**config.mk**
```make
export PLATFORM = sky130hd
export DESIGN_NAME = addsub_serial
export DESIGN_NICKNAME = d
export VERILOG_FILES = /design/src/rtl/addsub_serial_pkg.sv /design/src/rtl/addsub_serial_digit.sv /design/src/rtl/addsub_serial.sv
export SDC_FILE = /design/constraint.sdc
export NUM_CORES = 1
export LEC_CHECK = 0
export CORE_ASPECT_RATIO = 2
export CORE_UTILIZATION = 53
export CTS_BUF_LIST = sky130_fd_sc_hd__clkbuf_16
export CTS_CLUSTER_DIAMETER = 120
export DETAILED_ROUTE_END_ITERATION = 6
export PLACE_DENSITY = 0.83
export SETUP_SLACK_MARGIN = 0.4
export SLEW_MARGIN = 40
export SYNTH_ARGS = -nofsm -noshare
export SYNTH_HDL_FRONTEND = slang
export SYNTH_SLANG_ARGS = --single-unit
export TNS_END_PERCENT = 10
```
**constraint.sdc**
```tcl
create_clock -name clk -period 2.5 [get_ports clk]
set_clock_uncertainty 0.2 [all_clocks]
set_input_delay 0.375 -clock clk [delete_from_list [all_inputs] [get_ports clk]]
set_output_delay 0.375 -clock clk [all_outputs]
set_load 0.02 [all_outputs]
```
**src/rtl/addsub_serial_pkg.sv**
```systemverilog
// addsub_serial_pkg: shared mode and state encodings for the digit-serial adder/subtractor
package addsub_serial_pkg;
  localparam logic MODE_ADD = 1'b0;
  localparam logic MODE_SUB = 1'b1;
  typedef enum logic {ST_IDLE = 1'b0, ST_RUN = 1'b1} state_e;
endpackage

```
**src/rtl/addsub_serial_digit.sv**
```systemverilog
// addsub_digit: combinational DIGIT-bit ripple slice; b is inverted in subtract mode
module addsub_digit #(
  parameter int DIGIT = 1
) (
  input  logic [DIGIT-1:0] a_d,
  input  logic [DIGIT-1:0] b_d,
  input  logic             cin,
  input  logic             sub,
  output logic [DIGIT-1:0] s_d,
  output logic             cout,
  output logic             c_msb
);
  logic [DIGIT-1:0] bx;
  logic c;
  assign bx = b_d ^ {DIGIT{sub}};
  always_comb begin
    c = cin;
    c_msb = cin;
    s_d = '0;
    for (int i = 0; i < DIGIT; i++) begin
      c_msb = c;
      s_d[i] = a_d[i] ^ bx[i] ^ c;
      c = (a_d[i] & bx[i]) | (c & (a_d[i] ^ bx[i]));
    end
    cout = c;
  end
endmodule

```
**src/rtl/addsub_serial.sv**
```systemverilog
// addsub_serial: digit-serial add/subtract, LSB digit first, start/busy/done handshake
module addsub_serial
  import addsub_serial_pkg::*;
#(
  parameter int WIDTH = 8,
  parameter int DIGIT = 1
) (
  input  logic             clk,
  input  logic             rst,
  input  logic             start,
  input  logic             sub,
  input  logic             ci,
  input  logic [WIDTH-1:0] a,
  input  logic [WIDTH-1:0] b,
  output logic             busy,
  output logic             done,
  output logic [WIDTH-1:0] s,
  output logic             co,
  output logic             ov
);
  localparam int N  = WIDTH / DIGIT;
  localparam int CW = $clog2(N + 1);
  state_e           state_q, state_d;
  logic [CW-1:0]    cnt_q, cnt_d;
  logic [WIDTH-1:0] a_q, a_d, b_q, b_d, s_q, s_d;
  logic             sub_q, sub_d, c_q, c_d, co_q, co_d, ov_q, ov_d, done_q, done_d;
  logic [DIGIT-1:0] sl_s;
  logic             sl_c, sl_m;
  addsub_digit #(.DIGIT(DIGIT)) u_digit (
    .a_d  (a_q[DIGIT-1:0]),
    .b_d  (b_q[DIGIT-1:0]),
    .cin  (c_q),
    .sub  (sub_q),
    .s_d  (sl_s),
    .cout (sl_c),
    .c_msb(sl_m)
  );
  always_comb begin
    state_d = state_q;
    cnt_d   = cnt_q;
    a_d     = a_q;
    b_d     = b_q;
    s_d     = s_q;
    sub_d   = sub_q;
    c_d     = c_q;
    co_d    = co_q;
    ov_d    = ov_q;
    done_d  = 1'b0;
    if (state_q == ST_IDLE) begin
      if (start) begin
        state_d = ST_RUN;
        cnt_d   = '0;
        a_d     = a;
        b_d     = b;
        sub_d   = sub;
        c_d     = (sub == MODE_SUB) ? ~ci : ci;
      end
    end else begin
      a_d   = a_q >> DIGIT;
      b_d   = b_q >> DIGIT;
      // result slices enter from the MSB side so the word is aligned after N steps
      s_d   = WIDTH'({sl_s, s_q} >> DIGIT);
      c_d   = sl_c;
      cnt_d = cnt_q + CW'(1);
      if (cnt_q == CW'(N - 1)) begin
        state_d = ST_IDLE;
        done_d  = 1'b1;
        co_d    = sl_c ^ sub_q;
        ov_d    = sl_c ^ sl_m;
      end
    end
  end
  always_ff @(posedge clk or posedge rst) begin
    if (rst) begin
      state_q <= ST_IDLE;
      cnt_q   <= '0;
      a_q     <= '0;
      b_q     <= '0;
      s_q     <= '0;
      sub_q   <= 1'b0;
      c_q     <= 1'b0;
      co_q    <= 1'b0;
      ov_q    <= 1'b0;
      done_q  <= 1'b0;
    end else begin
      state_q <= state_d;
      cnt_q   <= cnt_d;
      a_q     <= a_d;
      b_q     <= b_d;
      s_q     <= s_d;
      sub_q   <= sub_d;
      c_q     <= c_d;
      co_q    <= co_d;
      ov_q    <= ov_d;
      done_q  <= done_d;
    end
  end
  assign busy = (state_q == ST_RUN);
  assign done = done_q;
  assign s    = s_q;
  assign co   = co_q;
  assign ov   = ov_q;
endmodule

```
# Yosys cells after proc, flatten, opt, wreduce, memory -nomap -nowiden
# Cells that the tools add are included.
[op_classes] bitwise=10 n_mux=14 reduce_logical=3 n_eq_ne=1 addsub=1
[op_table] op="$mux 8" count=4
[op_table] op="$mux 1" count=8
[op_table] op="$mux 4" count=2
[op_table] op="$xor 1x1->1" count=5
[op_table] op="$add 4x1->4 const B" count=1
[op_table] op="$eq 4x3->1 const B" count=1
[op_table] op="$reduce_and 2->1" count=2
[op_table] op="$and 1x1->1" count=2
[op_table] op="$not 1->1" count=2
[op_table] op="$reduce_bool 2->1" count=1
[op_table] op="$or 1x1->1" count=1
[word_totals] wordCells=39 ff_bits=34

# Logic depth before layout (Yosys ltp)
# Gate-level depths: netlist (run 1).
[logic_depth] word_depth=5 mapped_depth=4 ltp_nobuf=4

# By module
# From an unflattened synthesis (run 1), not the netlist that was laid out.
[unflattened] cells_unflattened=134 area_unflattened_um2=1552.7
[modules_own_cells] module="addsub_serial" seq_area_each_um2=850.8 area_per_inst_um2=1501.4 instances=1 cells_per_inst=127
[modules_own_cells] module="addsub_digit" seq_area_each_um2=0.0 area_per_inst_um2=51.3 instances=1 cells_per_inst=7

# Worst setup path before layout (run 1)
# Ideal clock, no wire load.
[synth_timing] path_kind="reg-to-reg" from="reg sub_q" to="reg co_q (netlist: co)" n_path_buf=0 period_less_slack_ns=1.496 slack_ns=1.004 path_stages_with_launch=5 t_arrival_ns=1.213 cell_sequence="dfrtp_1 > xnor2_1 > fa_1 > xor2_1 > o21ai_0"
[synth_via] elab_chain_len=5
[synth_rtl] element="start, declared" line="addsub_serial.sv:26" text="logic sub_q, sub_d, c_q, c_d, co_q, co_d, ov_q, ov_d, done_q, done_d;"
[synth_rtl] element="start signal, assigned" line="addsub_serial.sv:91" text="sub_q <= sub_d;"
[synth_rtl] element="$xor 1x1->1" line="addsub_serial_digit.sv:15" text="assign bx = b_d ^ {DIGIT{sub}};"
[synth_rtl] element="$xor 1x1->1" line="addsub_serial_digit.sv:23" text="c = (a_d[i] & bx[i]) | (c & (a_d[i] ^ bx[i]));"
[synth_rtl] element="$and 1x1->1" line="addsub_serial_digit.sv:23"
[synth_rtl] element="$or 1x1->1" line="addsub_serial_digit.sv:23"
[synth_rtl] element="$xor 1x1->1 *" line="addsub_serial.sv:68" text="co_d = sl_c ^ sub_q;"
[synth_rtl] element="end signal, assigned" line="addsub_serial.sv:93" text="co_q <= co_d;"
[synth_rtl] element="end, declared" line="addsub_serial.sv:26"
# Mark *: on every way between the ends. The rest lies on a longest branch, timed or not.
# A chain may end at the register's enable or synchronous reset.

# Worst setup path after layout (run 1)
[layout_timing] from="reg s_q[6] (netlist: s[6])" to="out s[6]"
[layout_lines] element="start, declared" line="addsub_serial.sv:25" text="logic [WIDTH-1:0] a_q, a_d, b_q, b_d, s_q, s_d;"
[layout_lines] element="start signal, assigned" line="addsub_serial.sv:79" text="s_q <= '0;"
[layout_lines] element="start signal, assigned" line="addsub_serial.sv:90" text="s_q <= s_d;"
[layout_lines] element="end, declared" line="addsub_serial.sv:17" text="output logic [WIDTH-1:0] s,"
# No word-level cell between the ends.

==> results of run 1 <==
power breakdown:
part | switching (W) | internal, W | total, W | leakage (nW)
clock | 0.000212 | 0.000359 | 0.000572 | 0.0724
combinational | 0.000450 | 0.000475 | 0.000925 | 0.429
sequential | 0.000162 | 0.000779 | 0.000941 | 0.432
per-stage QoR:
stage	hold slack, ns	setup WS [ns]	utilization
2_1_floorplan	0.2492	1.004	-
3_3_place_gp	0.2604	0.7594	0.6781
3_5_place_dp	0.2706	0.7154	0.6781
4_1_cts	0.2839	0.6449	0.7284
5_1_grt	0.2989	0.6080	0.7284
6_report	0.2808	0.6611	0.7284
cell families (layout without fill, tap and decap cells):
| family | Yosys count | after routing |
|---|---|---|
| mux | 27 | 27 |
| xor+xnor | 6 | 6 |
| buf+inv | 11 | 48 |
| fa+ha+maj | 2 | 2 |
| simple gates | 26 | 26 |
| flops | 34 | 34 |
| compound gates | 20 | 20 |
synth_stat cells, drive strengths merged, types with 2 or more instances:
cell and number:
a22o 2, mux2 8, nor2 5, mux2i 19, xnor2 2, xor2 4, nand2 16, inv 4
o21ai 16, dfrtp 34, buf 7
final cells by class:
class,count,area (sq um),share of cell area
sequential,34,850.8,0.4269
multi-input combinational,81,603.1,0.3026
timing repair buffer,36,350.3,0.1758
clock buffer,5,125.1,0.06277
tap,29,36.28,0.01820
inverter,4,15.01,0.007533
clock inverter,3,12.51,0.006277
sequential cells by signal, indices dropped and copies added (netlist names):
register / flops
a_q: 8
b_q: 8
s: 8
cnt_q: 4
busy: 1
c_q: 1
co: 1
done: 1
ov: 1
sub_q: 1
worst paths after layout:
path | start | cells past startpoint | end
worst min-delay path | b_q[4]$_DFFE_PP0P_ | 2 | b_q[3]$_DFFE_PP0P_
worst max-delay path | s[6]$_DFFE_PP0P_ | 1 | s[6]
max in group asynchronous | rst | 3 | co$_DFFE_PP0P_
worst min register to register | b_q[4]$_DFFE_PP0P_ | 2 | b_q[3]$_DFFE_PP0P_
min in group asynchronous | rst | 3 | b_q[6]$_DFFE_PP0P_
worst max register to register | sub_q$_DFFE_PP0P_ | 4 | ov$_DFFE_PP0P_
per-layer routing:
layer  wire (microns)  vias up
met3              100       10
met1             1001      497
li1                 -      494
met5                0        -
met2             1667       35
met4              111        0
==> results.json, run 1 <==
{
  "maxCapViolCount": 0,
  "dieArea_sq_um": 3082,
  "synth.distinct_cells": 21,
  "tns_ns": 0,
  "met2_usage": 0.3738,
  "slowest_stage": "clkdlybuf4s50_1",
  "synth_area_leaders": "dfrtp_1 (56%), mux2i_1 (13%), mux2_2 (6.0%)",
  "via_count": 1036,
  "drtIter0Drc": 10,
  "portBuffers": 32,
  "synth_top_family_by_area": "multiplexers",
  "holdCritPathClass": "register to register",
  "placed_cell_area_sq_um": 1856,
  "cts_made_buffers": 5,
  "crit_chain": "clkdlybuf4s50_1",
  "dpl.hpwl_microns": 2016,
  "synth_edf_count": 0,
  "firstDrtPassIters": 6,
  "mostFrequentLayoutCells": "dfrtp_1 (34), clkdlybuf4s50_1 (32), mux2i_1 (19)",
  "hold_buffers": 0,
  "crit_required_ns": 1.92,
  "busiest_layer": "met2",
  "ctsHtreeMaxLevel": 2,
  "ios": 33,
  "hold_viol": 0,
  "critPathKind": "register to output pin",
  "grt_pass1_wl_microns": 4698,
  "start_util": 0.5524,
  "root_buffer": "clkbuf_16",
  "syn_inst": 126,
  "yosys-mux-area-fraction": 0.1854,
  "ir_drop_uv": 684.4,
  "arrival_ns": 1.26,
  "die_w_microns": 39.76,
  "drt_drc_violations_left": 0,
  "gp_congestion": 0.6860,
  "via_per_inst": 5.396,
  "maxSlewHeadroom": 0.6974,
  "yosys_register_bits": 34,
  "final_antenna_net_count": 0,
  "finalCritPeriodShare": 0.7356,
  "total_power_w": 0.002438,
  "cpPeakStageDelay_ns": 0.62,
  "use_met3": 0.05714,
  "worst-path-buf-inv": 1,
  "yosysTopAreaCellShare": 0.5629,
  "power_density_nw_per_um2": 1223,
  "dp_cells": 184,
  "max_freq_mhz": 543.8,
  "rows": 27,
  "path_clk_slew_ns": 0.05,
  "grt.overflow.total": 0,
  "clock_latency_ns": 0.27,
  "p_leak_nw": 0.9329,
  "n_fill_cell": 199,
  "gr-usage-all-layers": 0.2266,
  "netlist_area_sq_um": 1511,
  "synthFlopType": "dfrtp_1",
  "clockBufferDepth": 2,
  "layout_commonest_cell": "dfrtp_1",
  "route.final.wire_length_microns": 2879,
  "cts_tree": "built",
  "synth_compound_area_frac": 0.07285,
  "met1_usage": 0.2311,
  "antenna_cells": 0,
  "rsz0062_at_grt": "no",
  "start_kind": "register",
  "avgSynthCellArea_sq_um": 12.00,
  "grt_max_degree": 49,
  "period_minus_slack_ns": 1.839,
  "clock-sinks": 34,
  "post_cts_buffers": 0,
  "final_cells": 192,
  "yosysTopAreaCell": "dfrtp_1",
  "yosys.area_share.simple": 0.08444,
  "synth.net_count": 149,
  "die_h_microns": 77.52,
  "r2r_setup_slack_ns": 0.90,
  "status": "complete, no violations",
  "core-area_sq_um": 2736,
  "nets": 185,
  "yosys.area_share.xor_xnor": 0.03477,
  "drive_above_1_share": 0.1166,
  "grt_pass1_vias": 1082,
  "synthArstFlopShare": 1.000,
  "cts.repair.resized": 0,
  "tightest_slew_ns": 0.4538,
  "routedWlPerCell_microns": 14.99,
  "synthToLayoutAreaGrowth_pct": 31.87,
  "cp_max_fo": 3,
  "finalSetupViolCount": 0,
  "synth_warnings": 0,
  "finalInstanceArea_sq_um": 1993,
  "critical_path.top_delay_family": "buffers and inverters",
  "synthAdderAreaFrac": 0.02152,
  "cp-end-kind": "output pin",
  "antenna_found_initial": 0,
  "yosysSeqAreaShare": 0.5629,
  "maxSlewViolCount": 0
}
(Power assumes the default switching activity.)
==> run 2, diff against run 1 <==
--- a/config.mk
+++ b/config.mk
@@ -6,11 +6,11 @@
 export NUM_CORES = 1
 export LEC_CHECK = 0
 export CORE_ASPECT_RATIO = 2
-export CORE_UTILIZATION = 53
+export CORE_UTILIZATION = 49
 export CTS_BUF_LIST = sky130_fd_sc_hd__clkbuf_16
 export CTS_CLUSTER_DIAMETER = 120
 export DETAILED_ROUTE_END_ITERATION = 6
-export PLACE_DENSITY = 0.83
+export PLACE_DENSITY = 0.78
 export SETUP_SLACK_MARGIN = 0.4
 export SLEW_MARGIN = 40
 export SYNTH_ARGS = -nofsm -noshare
==> constraint.sdc (replaced) <==
create_clock -name clk -period 1.8 [get_ports clk]
set_clock_uncertainty 0.2 [all_clocks]
set_input_delay 0.27 -clock clk [delete_from_list [all_inputs] [get_ports clk]]
set_output_delay 0.27 -clock clk [all_outputs]
set_load 0.02 [all_outputs]
==> run 2 against run 1 <==
Effect of this change: final area is 0.13% higher; flip-flop and latch count stayed put; via count is 0.77% lower; register-to-register slack worse by 0.62 ns; critical endpoint is now ov$_DFFE_PP0P_.
==> results.json, run 2 (synthesis gave the netlist of run 1 again) <==
{
  "hold_viol": 0,
  "post_cts_buffers": 0,
  "drt_drc_violations_left": 0,
  "antenna_found_initial": 0,
  "mostFrequentLayoutCells": "dfrtp_1 (34), clkdlybuf4s50_1 (20), mux2i_1 (19)",
  "tns_ns": 0,
  "p_sw_w": 0.001129,
  "gp_congestion": 0.6810,
  "via_per_inst": 5.326,
  "drive_above_1_share": 0.1227,
  "final_antenna_net_count": 0,
  "die_h_microns": 80.55,
  "path_clk_slew_ns": 0.05,
  "placed_cell_area_sq_um": 1872,
  "ir_drop_uv": 1023,
  "gr-usage-all-layers": 0.2052,
  "finalSetupViolCount": 0,
  "die_w_microns": 41.27,
  "tightest_slew_ns": 0.4180,
  "dpl.hpwl_microns": 1929,
  "power_density_nw_per_um2": 1656,
  "dieArea_sq_um": 3324,
  "grt_max_degree": 35,
  "cts_made_buffers": 5,
  "power_frac_clock": 0.237,
  "cts.repair.resized": 15,
  "root_buffer": "clkbuf_16",
  "start_kind": "register",
  "maxCapViolCount": 0,
  "firstDrtPassIters": 4,
  "grt.overflow.total": 0,
  "power_frac_comb": 0.374,
  "pre_cts_slack_ns": 0.09496,
  "layout_commonest_cell": "dfrtp_1",
  "clock_latency_ns": 0.27,
  "ctsHtreeMaxLevel": 2,
  "setup_ws_ns": 0.2790,
  "grt_pass1_wl_microns": 4512,
  "rsz0062_at_grt": "yes",
  "max_freq_mhz": 657.5,
  "routedWlPerCell_microns": 13.83,
  "core-area_sq_um": 2943,
  "cp_max_fo": 3,
  "ios": 33,
  "n_fill_cell": 243,
  "drtIter0Drc": 13,
  "holdCritPathClass": "primary input to async pin",
  "cp-end-kind": "register",
  "finalInstanceArea_sq_um": 1996,
  "start_util": 0.5136,
  "synthToLayoutAreaGrowth_pct": 32.04,
  "p_sw_frac": 0.3416,
  "critPathKind": "register to register",
  "fin_util": 0.6781,
  "route.final.wire_length_microns": 2670,
  "clock-sinks": 34,
  "status": "complete, no violations",
  "via_count": 1028,
  "arrival_ns": 1.51,
  "maxSlewViolCount": 0,
  "antenna_cells": 0,
  "period_minus_slack_ns": 1.521,
  "portBuffers": 32,
  "internal_power_w": 0.002176,
  "sequentialPowerShare": 0.389,
  "crit_required_ns": 1.79,
  "ff2ff_path_depth": 4,
  "clockBufferDepth": 2,
  "p_leak_nw": 0.9497,
  "grt_pass1_vias": 1071,
  "rows": 28,
  "hold_buffers": 0,
  "cts_tree": "built",
  "finalCritPeriodShare": 0.8450,
  "maxSlewHeadroom": 0.7213,
  "nets": 185
}
run 2: cell count changes in the layout (fill, tap and decap cells not counted), moves of 2 or more:
cell	previous run	this run
clkdlybuf4s50_1	32	20
dlygate4sd2_1	0	11
clkinv_1	1	3
o21ai_0	16	14
o21ai_1	0	2
run 2: layer usage:
layer,share of wire,up-vias,GRT usage
met3,0.051,7,0.06906
met2,0.56,29,0.3484
li1,-,495,-
met1,0.36,497,0.2055
met5,0,-,0
met4,0.024,0,0.09677
run 2: worst max-delay path, cell delays in order, from the launching register on:
cell	delay, ns
dfrtp_1	0.41
xnor2_1	0.16
fa_2	0.38
xor2_1	0.15
o21ai_1	0.13
run 2: stage by stage:
step	hold WS, ns	instances	power [W]
finish	0.1970	193	0.003306
global route	0.2779	193	0.003551
CTS	0.2156	193	0.003350
detailed placement	0.2745	185	0.002635
global placement	0.2623	185	0.002567
floorplan	0.2116	126	0.002160
run 2: worst paths after layout:
check,startpoint,to,slack [ns]
hold reg to reg,a_q[7]$_DFFE_PP0P_,a_q[6]$_DFFE_PP0P_,0.29
hold / removal,rst,s[6]$_DFFE_PP0P_,0.20
setup reg to reg,sub_q$_DFFE_PP0P_,ov$_DFFE_PP0P_,0.28
min in group clk,a_q[7]$_DFFE_PP0P_,a_q[6]$_DFFE_PP0P_,0.29
max in group asynchronous,rst,done$_DFF_PP0_,0.90
setup / recovery,sub_q$_DFFE_PP0P_,ov$_DFFE_PP0P_,0.28
run 2: power by group through the flow:
stage / combinational [W] / sequential [W] / clock [W]
2_1_floorplan: 0.000737 / 0.00142 / 0
3_3_place_gp: 0.00128 / 0.00129 / 0
3_5_place_dp: 0.00132 / 0.00131 / 0
4_1_cts: 0.00126 / 0.00129 / 0.000801
5_1_grt: 0.00138 / 0.00133 / 0.000838
6_report: 0.00124 / 0.00129 / 0.000783
run 2: area by class of cell:
class | count | area [sq um] | area share
multi-input combinational | 81 | 605.6 | 0.3034
tap | 30 | 37.54 | 0.01881
clock buffer | 5 | 125.1 | 0.06270
clock inverter | 3 | 11.26 | 0.005643
timing repair buffer | 36 | 350.3 | 0.1755
inverter | 4 | 15.01 | 0.007524
sequential | 34 | 850.8 | 0.4263
==> run 3, diff against run 2 <==
==> constraint.sdc (replaced) <==
create_clock -name clk -period 1.6 [get_ports clk]
set_clock_uncertainty 0.2 [all_clocks]
set_input_delay 0.24 -clock clk [delete_from_list [all_inputs] [get_ports clk]]
set_output_delay 0.24 -clock clk [all_outputs]
set_load 0.02 [all_outputs]
==> run 3 against run 2 <==
Effect of this change: power increased by 19%; utilization increased by 2.5 points; final area increased by 3.6%; register-to-register slack got worse by 0.21 ns; sequential share of layout area decreased by 1.5 points; count of clock-buffer cells in the layout unchanged; global-route usage increased by 1.1 points; largest power group is now combinational cells.
==> results.json, run 3 (synthesis gave the netlist of run 1 again) <==
{
  "cts_tree": "built",
  "final_antenna_net_count": 0,
  "cp_max_fo": 3,
  "die_h_microns": 80.55,
  "cp-end-kind": "register",
  "p_leak_nw": 1.001,
  "synthToLayoutAreaGrowth_pct": 36.84,
  "core-area_sq_um": 2943,
  "grt_max_degree": 35,
  "tightest_slew_ns": 0.2685,
  "drtIter0Drc": 18,
  "route.final.wire_length_microns": 2839,
  "dpl.hpwl_microns": 1926,
  "path_clk_slew_ns": 0.05,
  "ios": 33,
  "drt_drc_violations_left": 0,
  "gr-usage-all-layers": 0.2158,
  "critPathKind": "register to register",
  "drive_above_1_share": 0.1941,
  "dp_cells": 187,
  "maxSlewViolCount": 0,
  "holdCritPathClass": "primary input to async pin",
  "die_w_microns": 41.27,
  "grt.overflow.total": 0,
  "antenna_found_initial": 0,
  "status": "complete, no violations",
  "cts_made_buffers": 5,
  "routedWlPerCell_microns": 14.20,
  "portBuffers": 32,
  "antenna_cells": 0,
  "ctsHtreeMaxLevel": 2,
  "gp_congestion": 0.6831,
  "grt_pass1_vias": 1178,
  "clock-sinks": 34,
  "mostFrequentLayoutCells": "dfrtp_1 (34), clkdlybuf4s50_1 (20), mux2i_1 (19)",
  "tns_ns": 0,
  "firstDrtPassIters": 4,
  "n_fill_cell": 222,
  "grt_pass1_wl_microns": 4836,
  "start_util": 0.5136,
  "hold_viol": 0,
  "dieArea_sq_um": 3324,
  "nets": 192,
  "setup_ws_ns": 0.07137,
  "crit_required_ns": 1.59,
  "pre_cts_slack_ns": 0.001894,
  "maxSlewHeadroom": 0.8210,
  "finalSetupViolCount": 0,
  "via_count": 1065,
  "finalCritPeriodShare": 0.9554,
  "start_kind": "register",
  "clock_latency_ns": 0.27,
  "layout_commonest_cell": "dfrtp_1",
  "hold_buffers": 0,
  "arrival_ns": 1.52,
  "power_density_nw_per_um2": 1901,
  "ir_drop_uv": 1493,
  "max_freq_mhz": 654.2,
  "rows": 28,
  "period_minus_slack_ns": 1.529,
  "via_per_inst": 5.325,
  "root_buffer": "clkbuf_16",
  "final_cells": 200,
  "rsz0062_at_grt": "yes",
  "clockBufferDepth": 2,
  "maxCapViolCount": 0
}
==> run 3: cell type report <==
class / count / area [sq um] / share of cell area
Timing Repair Buffer: 43 / 410.4 / 0.1984
Clock buffer: 5 / 125.1 / 0.06050
Sequential cell: 34 / 850.8 / 0.4114
Tap cell: 30 / 37.54 / 0.01815
Inverter: 4 / 15.01 / 0.007260
Multi-Input combinational cell: 81 / 616.8 / 0.2982
Clock inverter: 3 / 12.51 / 0.006050
==> run 3: repair_timing <==
item                                    in CTS  in global routing
resized for setup                           30                  6
setup buffers                                4                  1
endpoints found under the setup margin      45                 46
pin swaps                                    2                  1
==> run 3: critical path, cell delays in order, from the launching register on <==
cell and delay [ns]:
dfrtp_1 0.41, xnor2_2 0.15, fa_2 0.38, xor2_1 0.16
o21ai_1 0.14
==> run 3: report_power, final <==
part | internal, W | switching [W] | total (W) | leakage [nW]
Sequential | 0.00122 | 0.000241 | 0.00146 | 0.432
Combinational | 0.000813 | 0.000784 | 0.00160 | 0.497
Clock | 0.000560 | 0.000316 | 0.000877 | 0.0724
==> run 3: metal layers <==
| metal | share of wire | wire length (microns) | vias to the layer above | track usage |
|---|---|---|---|---|
| met3 | 0.034 | 96 | 4 | 0.07182 |
| met4 | 0.017 | 47 | 0 | 0.07419 |
| met2 | 0.58 | 1654 | 26 | 0.3766 |
| met5 | 0 | 0 | - | 0 |
| met1 | 0.37 | 1041 | 525 | 0.2208 |
| li1 | - | - | 510 | - |
==> run 3: worst paths after layout <==
kind	startpoint	to	slack, ns	depth (start not counted)
max in group asynchronous	rst	b_q[5]$_DFFE_PP0P_	0.91	3
worst max register to register	sub_q$_DFFE_PP0P_	co$_DFFE_PP0P_	0.07	4
worst min register to register	a_q[2]$_DFFE_PP0P_	a_q[1]$_DFFE_PP0P_	0.28	2
worst max-delay path	sub_q$_DFFE_PP0P_	co$_DFFE_PP0P_	0.07	4
min in group clk	a_q[2]$_DFFE_PP0P_	a_q[1]$_DFFE_PP0P_	0.28	2
worst min-delay path	rst	a_q[6]$_DFFE_PP0P_	0.11	3
==> run 3: through the flow <==
step	cell area (sq um)	power (W)	utilization	hold slack (ns)
2_1_floorplan	1514	0.002428	-	0.1816
3_3_place_gp	1887	0.002882	0.6412	0.2622
3_5_place_dp	1887	0.002980	0.6412	0.2770
4_1_cts	2054	0.003902	0.6981	0.1225
5_1_grt	2068	0.004208	0.7028	0.1499
6_report	2068	0.003932	0.7028	0.1109
